$ cat src/rtl/cm_pkg.sv
// Shared types for the CM pixel responder: FSM states, pixel-op encodings
// and the sideband bundle that travels down the pipeline with each pixel.
package cm_pkg;

  typedef enum logic [1:0] {
    ST_IDLE  = 2'd0,
    ST_RUN   = 2'd1,
    ST_DRAIN = 2'd2,
    ST_DONE  = 2'd3
  } state_e;

  localparam logic [1:0] OP_PASS = 2'b00;
  localparam logic [1:0] OP_INV  = 2'b01;
  localparam logic [1:0] OP_THR  = 2'b10;
  localparam logic [1:0] OP_BRT  = 2'b11;

  typedef struct packed {
    logic       valid;
    logic       enb;
    logic       wea1;
    logic       wea2;
    logic [1:0] sel;
  } stage_t;

endpackage

$ cat src/rtl/cm_pixel_op.sv
// Combinational per-pixel operator: pass, invert, threshold or saturating
// brighten, selected by the 2-bit op code carried with the pixel.
module cm_pixel_op
  import cm_pkg::*;
#(
  parameter int PIX_W  = 8,
  parameter int THRESH = 128,
  parameter int BRIGHT = 32
) (
  input  logic [1:0]       sel_i,
  input  logic [PIX_W-1:0] pix_i,
  output logic [PIX_W-1:0] pix_o
);

  localparam logic [PIX_W-1:0] THR_V = PIX_W'(THRESH);
  localparam logic [PIX_W:0]   BRT_V = (PIX_W + 1)'(BRIGHT);

  // One extra bit so the carry out tells us when to saturate.
  logic [PIX_W:0] sum_wide;
  assign sum_wide = {1'b0, pix_i} + BRT_V;

  always_comb begin
    pix_o = pix_i;
    case (sel_i)
      OP_PASS: pix_o = pix_i;
      OP_INV:  pix_o = ~pix_i;
      OP_THR:  pix_o = (pix_i >= THR_V) ? '1 : '0;
      OP_BRT:  pix_o = sum_wide[PIX_W] ? '1 : sum_wide[PIX_W-1:0];
      default: pix_o = pix_i;
    endcase
  end

endmodule

$ cat src/rtl/cm_pixel_responder.sv
// Datapath responder to the CM controller: issues source reads, applies the
// pixel op two stages later, writes to one or both destination banks.
module cm_pixel_responder
  import cm_pkg::*;
#(
  parameter int ADDR_W  = 16,
  parameter int PIX_W   = 8,
  parameter int NUM_PIX = 65536,
  parameter int THRESH  = 128,
  parameter int BRIGHT  = 32
) (
  input  logic              clk,
  input  logic              rst_n,
  input  logic              ena,
  input  logic              enb,
  input  logic              wea1,
  input  logic              wea2,
  input  logic [1:0]        sel,
  input  logic              complete,
  output logic              src_en,
  output logic [ADDR_W-1:0] src_addr,
  input  logic [PIX_W-1:0]  src_dout,
  output logic              dst_we1,
  output logic              dst_we2,
  output logic [ADDR_W-1:0] dst_addr,
  output logic [PIX_W-1:0]  dst_din,
  output logic              busy,
  output logic              done
);

  localparam logic [ADDR_W-1:0] LAST_ADDR = ADDR_W'(NUM_PIX - 1);

  function automatic logic [ADDR_W-1:0] next_addr(input logic [ADDR_W-1:0] a);
    return (a == LAST_ADDR) ? '0 : a + ADDR_W'(1);
  endfunction

  state_e            state_q, state_d;
  logic              drain_q, drain_d;
  logic [ADDR_W-1:0] src_addr_q, src_addr_d;
  logic [ADDR_W-1:0] dst_addr_q, dst_addr_d;
  stage_t            s1_q, s1_d, s2_q;
  logic [PIX_W-1:0]  op_res;
  logic [PIX_W-1:0]  pix2_q;
  logic              busy_q, done_q;
  logic              rd_ok, rd_fire, wr1, wr2;

  // Reads are only accepted before the frame starts draining; reset gates
  // the strobe so the outputs are quiet the moment rst_n drops.
  assign rd_ok   = (state_q == ST_IDLE) || (state_q == ST_RUN);
  assign rd_fire = rst_n & ena & rd_ok;
  assign wr1     = s2_q.valid & s2_q.enb & s2_q.wea1;
  assign wr2     = s2_q.valid & s2_q.enb & s2_q.wea2;

  always_comb begin
    state_d = state_q;
    drain_d = 1'b0;
    case (state_q)
      ST_IDLE: begin
        if (complete)  state_d = ST_DRAIN;
        else if (ena)  state_d = ST_RUN;
      end
      ST_RUN: begin
        if (complete)  state_d = ST_DRAIN;
      end
      ST_DRAIN: begin
        // Two drain cycles cover the read-to-write latency.
        drain_d = ~drain_q;
        if (drain_q)   state_d = ST_DONE;
      end
      ST_DONE:  state_d = ST_IDLE;
      default:  state_d = ST_IDLE;
    endcase
  end

  always_comb begin
    src_addr_d = src_addr_q;
    dst_addr_d = dst_addr_q;
    if (state_q == ST_DONE) begin
      src_addr_d = '0;
      dst_addr_d = '0;
    end else begin
      if (rd_fire)    src_addr_d = next_addr(src_addr_q);
      if (wr1 | wr2)  dst_addr_d = next_addr(dst_addr_q);
    end
  end

  always_comb begin
    s1_d       = '0;
    s1_d.valid = rd_fire;
    s1_d.enb   = enb;
    s1_d.wea1  = wea1;
    s1_d.wea2  = wea2;
    s1_d.sel   = sel;
  end

  cm_pixel_op #(
    .PIX_W  (PIX_W),
    .THRESH (THRESH),
    .BRIGHT (BRIGHT)
  ) u_op (
    .sel_i (s1_q.sel),
    .pix_i (src_dout),
    .pix_o (op_res)
  );

  always_ff @(posedge clk or negedge rst_n) begin
    if (!rst_n) begin
      state_q    <= ST_IDLE;
      drain_q    <= 1'b0;
      src_addr_q <= '0;
      dst_addr_q <= '0;
      s1_q       <= '0;
      s2_q       <= '0;
      pix2_q     <= '0;
      busy_q     <= 1'b0;
      done_q     <= 1'b0;
    end else begin
      state_q    <= state_d;
      drain_q    <= drain_d;
      src_addr_q <= src_addr_d;
      dst_addr_q <= dst_addr_d;
      s1_q       <= s1_d;
      s2_q       <= s1_q;
      pix2_q     <= op_res;
      busy_q     <= (state_d != ST_IDLE);
      done_q     <= (state_d == ST_DONE);
    end
  end

  assign src_en   = rd_fire;
  assign src_addr = src_addr_q;
  assign dst_we1  = wr1;
  assign dst_we2  = wr2;
  assign dst_addr = dst_addr_q;
  assign dst_din  = pix2_q;
  assign busy     = busy_q;
  assign done     = done_q;

endmodule
$ cat config.mk
export PLATFORM = sky130hd
export DESIGN_NAME = cm_pixel_responder
export DESIGN_NICKNAME = d
export VERILOG_FILES = /design/src/rtl/cm_pkg.sv /design/src/rtl/cm_pixel_op.sv /design/src/rtl/cm_pixel_responder.sv
export SDC_FILE = /design/constraint.sdc
export NUM_CORES = 1
export LEC_CHECK = 0
export ABC_CLOCK_PERIOD_IN_PS = 5200
export BUFFER_PORTS_ARGS = -buffer_cell sky130_fd_sc_hd__buf_2
export CORE_ASPECT_RATIO = 1.1
export CORE_MARGIN = 3
export CORE_UTILIZATION = 35
export CTS_BUF_LIST = sky130_fd_sc_hd__clkbuf_4 sky130_fd_sc_hd__clkbuf_8
export CTS_CLUSTER_DIAMETER = 100
export DETAILED_ROUTE_END_ITERATION = 10
export REMOVE_ABC_BUFFERS = 1
export SYNTH_ARGS = -nofsm -noshare
export SYNTH_HDL_FRONTEND = slang
export SYNTH_SLANG_ARGS = --single-unit
$ cat constraint.sdc
create_clock -name clk -period 5.2 [get_ports clk]
set_input_delay 0.52 -clock clk [delete_from_list [all_inputs] [get_ports clk]]
set_output_delay 0.52 -clock clk [all_outputs]
set_load 0.05 [all_outputs]
==> results of run 1 <==
[cells in the final DEF, fill, tap and decap left out, types with 2 or more instances in the layout]
master    count
o21ai_1       6
nor3_2        2
o211a_1       2
and4_1        2
xor2_1       13
inv_1         5
a21oi_1      19
o31ai_1       2
buf_2        61
o211ai_1      2
mux2i_1       2
clkbuf_4      2
o21ai_0       4
and2_1        3
nor2_1       25
nor3_1        5
nand4_1       6
dfrtp_1      55
a31oi_1      10
nand3_1      11
nand2_1      32
a41oi_1       4
nand2b_1      5
nor4_4        2
and3_2        2
nand4_2       2
ha_1          3
a21o_1        4
a22o_1        3
clkbuf_8      5
and3_1        4
[per-stage QoR]
| step | utilization, % | power [W] | hold WS [ns] |
|---|---|---|---|
| final | 43.21 | 0.001148 | 0.3179 |
| after global routing | 43.21 | 0.001221 | 0.2942 |
| after CTS | 43.21 | 0.001165 | 0.3061 |
| after detailed placement | 41.98 | 0.0009208 | 0.3347 |
| after global placement | 41.98 | 0.0009177 | 0.3342 |
| after floorplan | - | 0.0008073 | 0.2244 |
[area by class of cell]
cell class              count  share of cell area (%)
flip-flops and latches     55                   44.19
multi-input cells         195                   38.65
repair buffers             62                   10.04
well taps                  85                   3.415
clock buffers               7                   2.692
inverters                   7                  0.8437
clock inverters             1                  0.1607
[worst reg2reg max path, stage by stage (launching register included)]
cell and delay [ns]:
dfrtp_1 0.41, and2_1 0.45, nor2_2 0.19, nor3_2 0.55, or2b_1 0.28, a31oi_1 0.17
[per-layer routing]
| metal | share of wire (%) | up-vias | global-route usage [%] |
|---|---|---|---|
| li1 | - | 1078 | - |
| met1 | 46 | 1047 | 20.42 |
| met2 | 47 | 69 | 22.35 |
| met3 | 6.4 | 5 | 3.986 |
| met4 | 1.0 | 0 | 4.124 |
| met5 | 0 | - | 0 |
[worst max-delay path by stage]
stage                startpoint           end  slack (ns)  cells after the start
finish                    rst_n        src_en        2.69                      5
global route              rst_n        src_en        2.46                      5
CTS                       rst_n        src_en        2.62                      5
detailed placement        rst_n   src_addr[5]        2.61                      6
global placement          rst_n        src_en        2.67                      5
floorplan           dst_addr[0]  dst_addr[10]        3.15                      6
[registers in the layout (all words and copies together) (netlist names)]
name,flops
done,1
dst_addr,16
state_q,2
busy,1
src_addr,16
s1_q,6
s2_q,4
dst_din,8
drain_q,1
[cell usage after synthesis, types with 3 or more instances]
library cell	count
nand3_1	11
ha_1	3
xor2_1	13
dfrtp_1	55
nand2_1	32
nor3_1	5
nor2_1	25
and3_1	4
buf_6	3
a21o_1	4
o21ai_0	4
a41oi_1	4
clkbuf_1	3
a21oi_1	19
nand2b_1	5
nand4_1	6
o21ai_1	6
a22o_1	3
a31oi_1	10
and2_1	3
inv_1	5
[power by group through the flow]
stage	Sequential (W)	Clock, W	Combinational, W
after CTS	0.000532	0.000252	0.000381
final	0.000531	0.000241	0.000376
after detailed placement	0.000540	0	0.000381
after global placement	0.000540	0	0.000378
after global routing	0.000541	0.000269	0.000411
after floorplan	0.000651	0	0.000156
[cell families after synthesis]
family | count (synthesis) | synth area share, %
XOR/XNOR | 13 | 4.278
AO/OA/AOI/OAI | 66 | 16.27
adder cells (fa/ha/maj) | 3 | 1.411
multiplexers | 2 | 0.7523
AND/OR/NAND/NOR | 111 | 22.52
flip-flops | 55 | 51.72
buffers and inverters | 15 | 3.056
==> run_results.csv, run 1 <==
group,metric,value,unit
critical_path,required,4.68,ns
layout,syn_to_final_growth,17.02,%
logic_synthesis,syn-instance-count,265,
critical_path,worstPathArrival,1.99,ns
critical_path,worstPathBufferInverterCount,4,
layout,multi_input_area,1204,um^2
clocking,htree_levels,2,
logic_synthesis,synthDistinctLibCells,53,
logic_synthesis,async_flop_share,100.0,%
clocking,cts_made_buffers,5,
critical_path,crit_slowest_cell,"buf_4",
drt,drt_iter0_markers,129,
layout,drive_gt1_share,25.69,%
critical_path,critPathLaunchType,"input pin",
clocking,post_cts_buffers,0,
clocking,root_buffer,"clkbuf_8",
critical_path,r2r_cells,5,
worst_hold_path,min-delay-start,"enb",
sta,finalCritPeriodShare,48.19,%
critical_path,path_cells,"buf_2, buf_4, nand3b_1, inv_2, buf_2",
global_routing,grt_max_degree,57,
sta,slew_violations,0,
sta,setup_ws,2.694,ns
logic_synthesis,yosys_warnings,0,
critical_path,path_max_fanout,56,
worst_hold_path,hold_depth,1,
sta,hold_viol_final,0,
sta,rsz0062_at_grt,"no",
floorplan,rows,32,
layout,nets,346,
critical_path,crit_type,"input pin to output pin",
power,pwr-share-clk,21.0,%
drt,wl_per_cell,14.63,um
floorplan,die_x,89.14,um
global_routing,grt_pass1_wl,10.10,mm
clocking,clk_latency,0.31,ns
global_routing,grt_antenna_before_repair,0,
layout,antennaDiodeCount,0,
place,pre_cts_slack,2.615,ns
sta,worst_slew_pin_slew,0.7140,ns
power,p_leak,1.569,nW
floorplan,ioPinCount,62,
place,gp_congestion,0.8035,
layout,fin_cells,412,
run_status,run_status,"finished clean",
clocking,clock-sinks,55,
logic_synthesis,avgSynthCellArea,10.04,um^2
power,p_int,0.0006816,W
logic_synthesis,synth_area,2661,um^2
logic_synthesis,synth_ff_type,"dfrtp_1",
floorplan,die_area,8687,um^2
layout,stdcell_area,3114,um^2
clocking,postCtsHoldBufs,0,
place,dp_hpwl,4.261,mm
power,powerDensity,368.7,nW/um^2
critical_path,reg2reg_to,"dst_addr[15]",
layout,regArea,1376,um^2
logic_synthesis,synth_edf_count,0,
power,swShare,40.63,%
logic_synthesis,synth_top_area_share,51.72,%
logic_synthesis,ys_ff_latch,55,
critical_path,timing.rr.start,"state_q[1]",
logic_synthesis,synth_top_cell_by_area,"dfrtp_1",
critical_path,rrSetupSlack,3.07,ns
sta,max_freq,399.0,MHz
clocking,clkTransAtPathRegs,0.09,ns
critical_path,end_kind,"output pin",
logic_synthesis,synth.area.top_cells,"dfrtp_1 52%, nand2_1 4.5%, xor2_1 4.3%",
power,seqPwrFrac,46.3,%
drt,vias,2199,
floorplan,die_h,97.46,um
power,power.net_switching,0.0004665,W
clocking,cts_tree,"done",
critical_path,critPathMostFrequentCell,"buf_2",
logic_synthesis,seq_area_frac_synth,51.72,%
sta,fin_skew,0.008859,ns
worst_hold_path,hold_path_class,"input pin to register",
drt,drc,0,
sta,tns,0,ns
place,dp.cells,404,
power,p_comb_share,32.8,%
drt,via_per_inst,5.337,
clocking,clock_tree.buffer_depth,2,
place,place_area,3025,um^2
layout,n_fill_cell,709,
global_routing,grt_usage,14.69,%
drt,drt_wl_total,6.029,mm
global_routing,grt_overflow,0,
drt,dr.pass1.iters,4,
drt,ant_nets,0,
power,ir_worst_vdd,0.1643,mV
sta,setup_viol,0,
worst_hold_path,worstHoldEndpoint,"s1_q[4]",
place,io_buffers,61,
critical_path,cp_top_family,"buffers and inverters",
global_routing,grt_pass1_vias,2029,
clocking,cts_resized,0,
critical_path,cpPeakStageDelay,0.55,ns
floorplan,start_util,36.93,%
flow_run,cap_violations,0,
sta,relSlewSlack,52.40,%
floorplan,core-area,7207,um^2
sta,finalCriticalPeriod,2.506,ns
No activity file was read; power rests on OpenSTA's default activity.
==> inputs of run 2 (changes only) <==
Settings changed: ABC_CLOCK_PERIOD_IN_PS 5200 to 2020.
Clock period 5.2 ns to 2.02 ns, I/O delays scaled along.
==> run 2 against run 1 <==
Compared with the run above:
- combinational power rose to 2.7 times the previous value
- wire length decreased by 0.85%
- cell area up 2.8%
- register-to-register slack lost 2.9 ns
- first-iteration DRC count shrank 19%
- count of clock-buffer cells in the layout decreased by 1
- core utilization grew 1.2 points
- critical path depth up 1
- clock skew about the same
- largest power group unchanged
==> run_results.csv, run 2 (synthesized netlist as in run 1, its figures left out) <==
group,metric,value,unit
layout,final_cell_mix,"61 x buf_2, 55 x dfrtp_1, 32 x nand2_1, 25 x nor2_1, 19 x a21oi_1",
global_routing,grt_usage,14.57,%
clocking,clock_tree.buffer_depth,2,
sta,finalCritPeriodShare,91.17,%
place,io_buffers,61,
sta,finalCriticalPeriod,1.842,ns
drt,dr.pass1.iters,4,
layout,multi_input_area,1210,um^2
layout,fin_cells,421,
floorplan,die_h,97.46,um
global_routing,grt_pass1_wl,10.16,mm
place,dp_hpwl,4.298,mm
sta,fin_skew,0.009191,ns
layout,n_fill_cell,729,
floorplan,die_area,8687,um^2
floorplan,die_x,89.14,um
floorplan,core-area,7207,um^2
clocking,cts_made_buffers,5,
floorplan,rows,32,
critical_path,required,2.23,ns
drt,ant_nets,0,
drt,highest_layer,"met4",
floorplan,ioPinCount,62,
sta,max_freq,543.0,MHz
critical_path,critPathLaunchType,"register",
critical_path,worstPathArrival,2.05,ns
global_routing,grt_antenna_before_repair,0,
critical_path,end_kind,"register",
drt,wl_per_cell,14.20,um
power,p_leak,1.602,nW
clocking,htree_levels,2,
sta,setup_viol,0,
critical_path,r2r_cells,6,
critical_path,timing.rr.start,"dst_addr[0]",
layout,syn_to_final_growth,20.26,%
clocking,post_cts_buffers,0,
drt,wl_met2,2.889,mm
critical_path,rrSetupSlack,0.18,ns
clocking,root_buffer,"clkbuf_8",
drt,drc,0,
drt,drt-met1-wl,2.693,mm
sta,worst_slew_pin_slew,0.6947,ns
global_routing,grt_overflow,0,
layout,regArea,1376,um^2
layout,nets,355,
sta,slew_violations,0,
drt,drt_iter0_markers,104,
drt,vias,2225,
sta,hold_viol_final,0,
global_routing,grt_max_degree,56,
floorplan,start_util,36.93,%
drt,dr_wl_met3,327,um
sta,whs,0.07184,ns
clocking,clk_latency,0.31,ns
global_routing,grt_pass1_vias,2118,
sta,rsz0062_at_grt,"no",
drt,drt_wl_total,5.978,mm
clocking,clkTransAtPathRegs,0.10,ns
run_status,run_status,"finished clean",
critical_path,reg2reg_to,"dst_addr[10]",
flow_run,cap_violations,0,
power,ir_worst_vdd,0.3658,mV
clocking,clock-sinks,55,
layout,drive_gt1_share,26.19,%
layout,layout_commonest_cell,"buf_2",
place,gp_congestion,0.7689,
critical_path,crit_type,"register to register",
place,dp.cells,408,
power,powerDensity,935.0,nW/um^2
clocking,cts_tree,"done",
layout,antennaDiodeCount,0,
critical_path,path_max_fanout,12,
sta,relSlewSlack,53.68,%
worst_hold_path,hold_path_class,"input pin to asynchronous set/reset pin",
drt,via_per_inst,5.285,
==> run 2: metrics by stage <==
step	area, um^2	setup slack [ns]	total power [W]	setup TNS, ns	utilization [%]
3_5_place_dp	3055	0.1129	0.002390	0	42.40
2_1_floorplan	2606	-0.03414	0.002078	-0.03797	-
6_report	3201	0.1783	0.002993	0	44.41
4_1_cts	3194	0.1020	0.003026	0	44.32
3_3_place_gp	3055	0.1765	0.002376	0	42.40
5_1_grt	3201	0.02437	0.003200	0	44.41
==> run 2: routing by layer <==
metal	vias to the layer above	track usage [%]
met1	1070	19.82
met2	53	22.86
met5	-	0
li1	1097	-
met3	5	4.071
met4	0	3.436
==> run 2: where the power goes <==
group / switching, W / internal [W]
logic: 0.000740 / 0.000282
registers: 0.000122 / 0.00123
clock network: 0.000359 / 0.000257
total: 0.00122 / 0.00177
==> run 2: worst max path at each step <==
stage | slack [ns] | end | startpoint | depth (start not counted)
finish | 0.18 | dst_addr[10] | dst_addr[0] | 6
global route | 0.02 | src_addr[13] | src_addr[0] | 5
CTS | 0.10 | dst_addr[15] | dst_addr[0] | 6
detailed placement | 0.11 | dst_addr[15] | dst_addr[0] | 6
global placement | 0.18 | dst_addr[15] | dst_addr[0] | 6
floorplan | -0.03 | dst_addr[10] | dst_addr[0] | 6
==> run 2: cell type report <==
type / instances / area share [%]
inverters: 7 / 0.8210
repair buffers: 71 / 12.28
clock inverters: 2 / 0.3909
clock buffers: 6 / 2.385
well taps: 85 / 3.323
flip-flops and latches: 55 / 43.00
multi-input cells: 195 / 37.80
==> run 2: critical path, cell delays in order (launching register included) <==
cell	delay [ns]
dfrtp_1	0.44
ha_1	0.24
nand4_1	0.14
nor4_4	0.37
nor3_4	0.13
and3_2	0.24
o22a_1	0.19
==> run 2: what timing repair did <==
item | in CTS | in global routing
hold buffers | 5 | 0
resized for setup | 0 | 1
endpoints found under the setup margin | 0 | 1
endpoints found under the hold margin | 5 | 0
==> inputs of run 3 (changes only) <==
--- a/config.mk
+++ b/config.mk
@@ -7,2 +7,3 @@
 export LEC_CHECK = 0
+export ABC_AREA = 1
 export ABC_CLOCK_PERIOD_IN_PS = 2020
--- a/constraint.sdc
+++ b/constraint.sdc
@@ -3,2 +3,2 @@
 set_output_delay 0.202 -clock clk [all_outputs]
-set_load 0.05 [all_outputs]
+set_load 0.005 [all_outputs]
==> run 3 against run 2 <==
Compared with the run above:
- core utilization hardly changed
- critical endpoint is now src_addr[13]
- clock skew shrank 0.0025 ns
- largest cell class is now multi-input gates
- flip-flop and latch count is the same
- sequential power down 4%
- power is 14% lower
- count of clock-buffer cells in the layout unchanged
- register-to-register slack better by 0.20 ns
- via count grew 19%
- combinational power is 49% lower
- highest routed layer unchanged
- first-iteration DRC count decreased by 35%
==> run_results.csv, run 3 <==
group,metric,value,unit
run_status,run_status,"finished clean",
clocking,clk_latency,0.30,ns
layout,fin_cells,560,
clocking,root_buffer,"clkbuf_8",
drt,wl_per_cell,12.53,um
sta,slew_violations,0,
logic_synthesis,synth_top_area_share,46.35,%
critical_path,crit_end,"src_addr[13]",
sta,rsz0062_at_grt,"no",
power,ir_worst_vdd,0.4045,mV
power,p_int,0.001795,W
logic_synthesis,synth_area,2969,um^2
floorplan,die_area,9625,um^2
critical_path,critPathMostFrequentCell,"nor2_1",
logic_synthesis,ys_top_cells_by_count,"121 x nand2_1, 55 x dfrtp_1, 46 x nor2_1",
logic_synthesis,syn-instance-count,378,
worst_hold_path,hold_path_class,"input pin to asynchronous set/reset pin",
global_routing,grt_usage,15.36,%
drt,drt_wl_total,7.019,mm
logic_synthesis,ys_ff_latch,55,
power,p_leak,1.769,nW
critical_path,timing.rr.start,"src_addr[0]",
place,io_buffers,61,
layout,drive_gt1_share,24.34,%
clocking,post_cts_buffers,0,
logic_synthesis,synth_top_cell_by_area,"dfrtp_1",
logic_synthesis,yosys_warnings,0,
floorplan,die_h,102.6,um
floorplan,ioPinCount,62,
drt,via_per_inst,4.711,
layout,nets,471,
critical_path,required,2.25,ns
clocking,cts_tree,"done",
layout,antennaDiodeCount,0,
floorplan,start_util,36.73,%
drt,vias,2638,
critical_path,path_cells,"ha_1, nand2_2, nor2_4, nand3_2, nor2_1, nor2_1, nand2_1, o21ai_1",
global_routing,grt_pass1_vias,2640,
drt,ant_nets,0,
floorplan,rows,34,
critical_path,rrSetupSlack,0.38,ns
global_routing,grt_pass1_wl,12.03,mm
layout,final_core_util,44.37,%
flow_run,cap_violations,0,
layout,syn_to_final_growth,20.78,%
power,powerDensity,718.9,nW/um^2
sta,worst_slew_pin_slew,0.7100,ns
clocking,cts_resized,0,
logic_synthesis,synth.most_common_cell,"nand2_1",
power,seqPwrFrac,49.9,%
clocking,clock_tree.buffer_depth,2,
logic_synthesis,avgSynthCellArea,7.855,um^2
floorplan,die_x,93.82,um
logic_synthesis,async_flop_share,100.0,%
sta,fin_skew,0.006681,ns
sta,relSlewSlack,52.67,%
layout,layout_commonest_cell,"nand2_1",
critical_path,reg2reg_to,"src_addr[13]",
drt,dr.pass1.iters,4,
critical_path,critPathLaunchType,"register",
critical_path,path_max_fanout,6,
drt,drt_iter0_markers,68,
sta,hold_viol_final,0,
floorplan,core-area,8083,um^2
critical_path,worstPathArrival,1.87,ns
power,pwr-share-clk,29.8,%
sta,max_freq,610.1,MHz
critical_path,cpPeakStageDelay,0.45,ns
place,dp_hpwl,5.296,mm
sta,finalCritPeriodShare,81.14,%
global_routing,grt_overflow,0,
sta,setup_viol,0,
critical_path,crit_slowest_cell,"dfrtp_1",
clocking,cts_made_buffers,5,
critical_path,r2r_cells,8,
sta,tns,0,ns
layout,stdcell_area,3586,um^2
clocking,htree_levels,2,
logic_synthesis,synth_ff_type,"dfrtp_1",
layout,final_cell_mix,"121 x nand2_1, 61 x buf_2, 55 x dfrtp_1, 46 x nor2_1, 40 x inv_1",
logic_synthesis,synthDistinctLibCells,29,
critical_path,crit_type,"register to register",
logic_synthesis,seq_area_frac_synth,46.35,%
place,dp.cells,547,
power,swShare,30.36,%
global_routing,grt_max_degree,56,
power,p_comb_share,20.2,%
global_routing,grt_antenna_before_repair,0,
clocking,clock-sinks,55,
place,gp_congestion,0.8469,
logic_synthesis,synth.area.top_cells,"dfrtp_1 46%, nand2_1 15%, nor2_1 5.8%",
critical_path,crit_start,"src_addr[0]",
power,power.net_switching,0.0007827,W
clocking,postCtsHoldBufs,5,
place,place_area,3415,um^2
critical_path,end_kind,"register",
drt,drc,0,
clocking,clkTransAtPathRegs,0.10,ns
logic_synthesis,synth_edf_count,0,
sta,finalCriticalPeriod,1.639,ns
==> run 3: changes by cell type after synthesis, sizes merged, moves of 8 or more <==
| cell | change |
|---|---|
| a21oi | -17 |
| a31oi | -10 |
| inv | +38 |
| nand2 | +99 |
| nand3 | +8 |
| nor2 | +29 |
| o2111ai | +8 |
| o21ai | +22 |
==> run 3: per-layer routing <==
metal  part of all wire (%)  vias to the layer above  GRT usage, %
met3                    3.4                        6         2.482
met1                     47                     1233         19.81
met2                     49                       55         26.60
li1                       -                     1344             -
met5                      0                        -             0
met4                    1.0                        0         4.667
==> run 3: logic make-up after synthesis <==
kind of cell / after synthesis / share of synthesized area, %
adders and majority gates: 3 / 1.264
buffers and inverters: 46 / 5.899
and+or+nand+nor: 216 / 32.49
xor gates and xnor gates: 10 / 2.950
DFF: 55 / 46.35
AOI/OAI and AO/OA: 48 / 11.04
==> run 3: per-stage QoR <==
stage / power (W) / worst slack, ns / hold slack, ns
floorplan: 0.001598 / 0.6407 / -0.09359
global placement: 0.001821 / 0.4356 / 0.3122
detailed placement: 0.001832 / 0.4271 / 0.3114
CTS: 0.002625 / 0.3870 / 0.1317
global route: 0.002751 / 0.1774 / 0.1568
finish: 0.002578 / 0.3809 / 0.09573
==> run 3: final cells by class <==
type | count | area (um^2)
Clock inverter | 2 | 38.79
Timing Repair Buffer | 68 | 370.4
Tap cell | 108 | 135.1
Inverter | 44 | 165.2
Clock buffer | 6 | 82.58
Fill cell | 841 | 4497
Sequential cell | 55 | 1376
Multi-Input combinational cell | 277 | 1418
==> run 3: critical path: cells and delay by family (launching register included) <==
kind / cells / cell delay, ns
AOI/OAI and AO/OA: 1 / 0.09
adders and majority gates: 1 / 0.26
DFF: 1 / 0.45
and+or+nand+nor: 6 / 0.77
==> run 3: worst min path at each step <==
stage                     cells past startpoint  slack [ns]   start           to
after global routing                          2        0.16   rst_n  dst_addr[2]
after CTS                                     2        0.13   rst_n  dst_addr[3]
after detailed placement                      1        0.31  sel[0]      s1_q[0]
after floorplan                               0       -0.09   rst_n         busy
after global placement                        1        0.31    wea2      s1_q[2]
final                                         2         0.1   rst_n  dst_addr[4]
==> run 3: power groups by stage <==
stage               Clock, W  Combinational (W)  Sequential [W]
floorplan                  0           0.000294         0.00130
global placement           0           0.000518         0.00130
detailed placement         0           0.000521         0.00131
CTS                 0.000805           0.000531         0.00129
global route        0.000850           0.000596         0.00130
finish              0.000769           0.000522         0.00129
